<file path="src/rtl/stash_scan_reader.sv">
// rtl/stash_scan_reader.sv - write-back scan of the stash scan table into a 2-entry output FIFO
// Each entry takes two scan-table cycles: a read, then a clear back to SNULL.
module stash_scan_reader #(
  parameter int ORAMZ           = 4,
  parameter int ORAML           = 10,
  parameter int StashEAWidth    = 7,
  parameter int ScanTableAWidth = 6
) (
  input  logic                       Clock,
  input  logic                       Reset,
  input  logic                       Start,
  input  logic                       ScanTableResetDone,
  output logic [ScanTableAWidth-1:0] STAddr,
  output logic                       STValid,
  output logic                       STReset,
  input  logic [StashEAWidth-1:0]    STData,
  input  logic                       STDataValid,
  output logic [StashEAWidth-1:0]    OutSAddr,
  output logic                       OutDummy,
  output logic                       OutLast,
  output logic                       OutValid,
  input  logic                       OutReady,
  output logic                       Busy,
  output logic                       Done
);

  localparam int BlocksOnPath = ORAMZ * (ORAML + 1);
  localparam logic [StashEAWidth-1:0]    SNULL     = '1;
  localparam logic [ScanTableAWidth-1:0] last_addr = ScanTableAWidth'(BlocksOnPath - 1);

  typedef enum logic [1:0] {IDLE, READ, CLEAR, DRAIN} state_t;

  state_t                     state;
  logic [ScanTableAWidth-1:0] addr;
  logic                       read_pending;
  logic [StashEAWidth:0]      fifo_mem [2];
  logic                       wr_ptr;
  logic                       rd_ptr;
  logic [1:0]                 fifo_count;

  logic issue_read;
  logic is_last;
  logic push;
  logic pop;
  logic [StashEAWidth:0] head;

  // A read is only issued while a FIFO slot is guaranteed for its response.
  assign issue_read = (state == READ) && (fifo_count < 2'd2);
  assign is_last    = (addr == last_addr);
  assign push       = read_pending && STDataValid;
  assign pop        = OutValid && OutReady;
  assign head       = fifo_mem[rd_ptr];

  assign STAddr   = addr;
  assign STValid  = issue_read || (state == CLEAR);
  assign STReset  = (state == CLEAR);
  assign OutValid = (fifo_count != 2'd0);
  assign OutSAddr = OutValid ? head[StashEAWidth:1] : '0;
  assign OutLast  = OutValid && head[0];
  assign OutDummy = OutValid && (head[StashEAWidth:1] == SNULL);
  assign Busy     = (state != IDLE);
  assign Done     = (state == DRAIN) && (fifo_count == 2'd0) && !read_pending;

  always_ff @(posedge Clock or negedge Reset) begin
    if (!Reset) begin
      state        <= IDLE;
      addr         <= '0;
      read_pending <= 1'b0;
    end else begin
      if (issue_read)
        read_pending <= 1'b1;
      else if (STDataValid)
        read_pending <= 1'b0;

      case (state)
        IDLE: begin
          if (Start && ScanTableResetDone) begin
            addr  <= '0;
            state <= READ;
          end
        end
        READ: begin
          if (issue_read)
            state <= CLEAR;
        end
        CLEAR: begin
          if (is_last) begin
            state <= DRAIN;
          end else begin
            addr  <= addr + 1'b1;
            state <= READ;
          end
        end
        DRAIN: begin
          if (Done)
            state <= IDLE;
        end
        default: state <= IDLE;
      endcase
    end
  end

  // Push tags the entry with the current addr: the response lands during CLEAR,
  // before addr advances.
  always_ff @(posedge Clock or negedge Reset) begin
    if (!Reset) begin
      fifo_mem[0] <= '0;
      fifo_mem[1] <= '0;
      wr_ptr      <= 1'b0;
      rd_ptr      <= 1'b0;
      fifo_count  <= 2'd0;
    end else begin
      if (push) begin
        fifo_mem[wr_ptr] <= {STData, is_last};
        wr_ptr           <= ~wr_ptr;
      end
      if (pop)
        rd_ptr <= ~rd_ptr;
      case ({push, pop})
        2'b10:   fifo_count <= fifo_count + 2'd1;
        2'b01:   fifo_count <= fifo_count - 2'd1;
        default: fifo_count <= fifo_count;
      endcase
    end
  end

endmodule
</file>
<file path="config.mk">
export PLATFORM = sky130hd
export DESIGN_NAME = stash_scan_reader
export DESIGN_NICKNAME = d
export VERILOG_FILES = /design/src/rtl/stash_scan_reader.sv
export SDC_FILE = /design/constraint.sdc
export NUM_CORES = 1
export LEC_CHECK = 0
export ABC_CLOCK_PERIOD_IN_PS = 1500
export BUFFER_PORTS_ARGS = -buffer_cell sky130_fd_sc_hd__buf_4
export CORE_MARGIN = 1
export CORE_UTILIZATION = 48
export CTS_CLUSTER_DIAMETER = 60
export DETAILED_ROUTE_END_ITERATION = 16
export PLACE_DENSITY = 0.75
export SKIP_LAST_GASP = 1
export SYNTH_ARGS = -nofsm -noshare
export SYNTH_HDL_FRONTEND = slang
export SYNTH_SLANG_ARGS = --single-unit
</file>
<file path="constraint.sdc">
create_clock -name Clock -period 1.5 [get_ports Clock]
set_clock_uncertainty 0.1 [all_clocks]
set_input_delay 0.075 -clock Clock [delete_from_list [all_inputs] [get_ports Clock]]
set_output_delay 0.075 -clock Clock [all_outputs]
set_load 0.02 [all_outputs]
</file>
==> impl_results.md <==
* Net count after synthesis at 154
* Synth Warn # at 0
* I/O Pins at 33
* Dpl ws at 0.0184 ns
* Max-slew headroom at 72.1%
* Share of the synthesized area in the top cell type at 48.7%
* Root Buffer: clkbuf_4
* Final Cycle Share at 114%
* Antenna cells at 0
* Routed WL per cell at 15.3 um
* Tmin final at 1.71 ns
* F_max at 585 MHz
* Largest delay share family, worst path: simple AND/OR/NAND/NOR gates
* Port Buffer Count at 32
* Critical-path top delay cell: dfrtp_1
* H-Tree Depth at 2
* Kind of start point of the critical path: register
* Ys flop type: dfrtp_1
* Die area at 3330 um2
* Sequential cell area at 731 um2
* Via Count at 1285
* CTS Sinks at 29
* Dpl hpwl at 2360 um
* Die height at 57.7 um
* Largest net degree at the start of global routing at 30
* Max Transition Viols Final at 0
* Avg Inst Size Synth at 10.7 um2
* CP max FO at 4
* Cell variety after synth at 34
* Peak VDD IR at 0.00130 V
* Clock slew at reported path FFs at 0.09 ns
* FFs w/ async S/R, synth at 100%
* Congestion Overflow GR at 0
* Worst EP required at 1.32 ns
* Vias per std cell at 5.52
* Area of the multi-input gates at 766 um2
* Arr. time, crit path at 1.53 ns
* CP Cell Sequence: nand2b_4, or3_4, a21oi_4, buf_6
* Sequential element share of the synthesized area at 48.7%
* Placed instance count at 203
* Fillcell total at 202
* Worst Tran Pin Value at 0.418 ns
* WP buf/inv at 1
* Die extent in x at 57.7 um
* First-pass GRT wire length at 5770 um
* Fraction of layout cells with a size suffix above 1 at 46.0%
* Tot GR Track Use at 23.5%
* Area grow syn2layout at 44.9%
* FP Rows at 19
* Hold Crit Class: primary input to register
* Power Density at 2240 nW/um2
* Post-route ant nets at 0
* CP peak stage delay at 0.43 ns
* Fin cells at 233
* Failing checks: DRC, setup timing
* Worst setup margin at -0.210 ns
* Vias in the first global route at 1303
* Hold Worst Slack at 0.104 ns
* Finished Core Util at 75.6%
* Initial antenna violation count at 0
* Final hold viol count at 0
* Initial Utilization at 52.2%
* Max-cap viol count at 0
* Status: finished, violations left
* Dpl cell area at 1800 um2
* EDFF count, synth at 0
* Core area at 2850 um2
* Critical path class: register to primary output
* Mapped Area at 1490 um2
* Leakage at 1.00 nW
* Post-route DRC at 1
* Final wirelength at 3570 um
* CTS tree: done
* Clk_lat worst skew at 0.32 ns
* Layout Nets at 217
* Leading post-synthesis cells by cell area: dfrtp_1 49%, mux2_2 12%, mux2i_1 4.7%
* Max clock buf depth at 2
* Register bit total from synthesis at 29
* Gpl congestion at 0.882
* Dominant cell type by area after synthesis: dfrtp_1
* CTS buffer count at 5
* Unrepaired setup endpoints after global routing: true
* Cells after synthesis at 139
* Crit end category: primary output
* Final instance area at 2160 um2
* Starting DRC count in detailed routing at 38
* DR pass1 iterations at 10
* Setup Viol. Count Final at 9
==> layout make-up <==
cell class	instances	share of cell area, %
Multi-Input combinational cell	98	35.5
Sequential cell	29	33.9
Timing Repair Buffer	62	24.3
Tap cell	31	1.80
Clock buffer	5	1.74
Clock inverter	2	1.62
Inverter	6	1.16
==> tightest hold or removal path: cells and delay by family <==
family / cells / cell delay (ns)
xor gates and xnor gates: 1 / 0.14
and+or+nand+nor: 1 / 0.16
buffers and inverters: 1 / 0.11
==> cells in the mapped netlist, types with 3 or more instances <==
cell type   n
inv_1       6
dfrtp_1    29
nand3_1     3
xnor2_1     3
nor2b_1     3
nor2_1     12
buf_2       3
mux2i_1     7
mux2_2     16
o21ai_0     7
o211ai_1    5
a21oi_1     4
nand2_1    14
==> routing by layer <==
layer	wire length, um	track usage (%)	vias to the layer above
li1	-	-	620
met1	1430	26.7	603
met2	1880	41.7	54
met3	195	5.36	8
met4	70	11.6	0
met5	0	0	-
==> state kept, by name (all words and copies together) (netlist names) <==
register	count
state	2
wr_ptr	1
rd_ptr	1
fifo_mem	16
read_pending	1
STAddr	6
fifo_count	2
==> worst paths after layout <==
kind | from | to | slack (ns) | cells past startpoint
max reg2reg | fifo_count[1] | fifo_count[1] | 0.02 | 6
min in group asynchronous | Reset | wr_ptr | 0.11 | 2
max in group asynchronous | Reset | state[1] | 0.90 | 2
min | OutReady | rd_ptr | 0.10 | 3
min reg2reg | fifo_mem[8] | fifo_mem[8] | 0.39 | 2
max | rd_ptr | OutDummy | -0.21 | 4
==> repair_timing <==
item | 4_1_cts | 5_1_grt
setup buffers | 3 | 9
resized for setup | 1 | 15
pin swaps | 4 | 4
hold endpoints to repair | 46 | 0
setup endpoints to repair | 8 | 19
hold buffers | 11 | 0
gates cloned | 0 | 0
==> report_power, final <==
part	switching, W	internal (W)	total (W)	leakage, nW
combinational	0.00128	0.00140	0.00268	0.611
sequential	0.000395	0.00116	0.00156	0.349
clock	0.000265	0.000339	0.000604	0.0410
==> cell usage in the layout, fill, tap and decap left out, types with 2 or more instances in the layout <==
cell type and instances:
buf_4 45, dfrtp_1 25, mux2_2 16, nand2_1 14
nor2_1 11, dlygate4sd3_1 11, mux2i_1 7, o21ai_0 7
inv_1 5, o211ai_1 5, clkbuf_4 5, buf_6 5
dfrtp_2 4, a21oi_1 3, nor2b_1 3, xnor2_1 3
or2_2 2, nand4_1 2, nand3_2 2, nand3_1 2
==> metrics by stage <==
stage,power (W),TNS [ns]
floorplan,0.00296,-0.0113
global placement,0.00371,0
detailed placement,0.00380,0
CTS,0.00455,-0.362
global route,0.00514,-1.50
finish,0.00484,-0.599
==> logic make-up after synthesis <==
group,count (synthesis),share of synthesized area (%)
compound gates,22,9.66
xor+xnor,4,2.35
fa+ha+maj,2,1.68
flops,29,48.7
simple gates,47,16.5
mux,23,16.8
buf+inv,12,4.28
No activity file was read; power rests on OpenSTA's default activity.
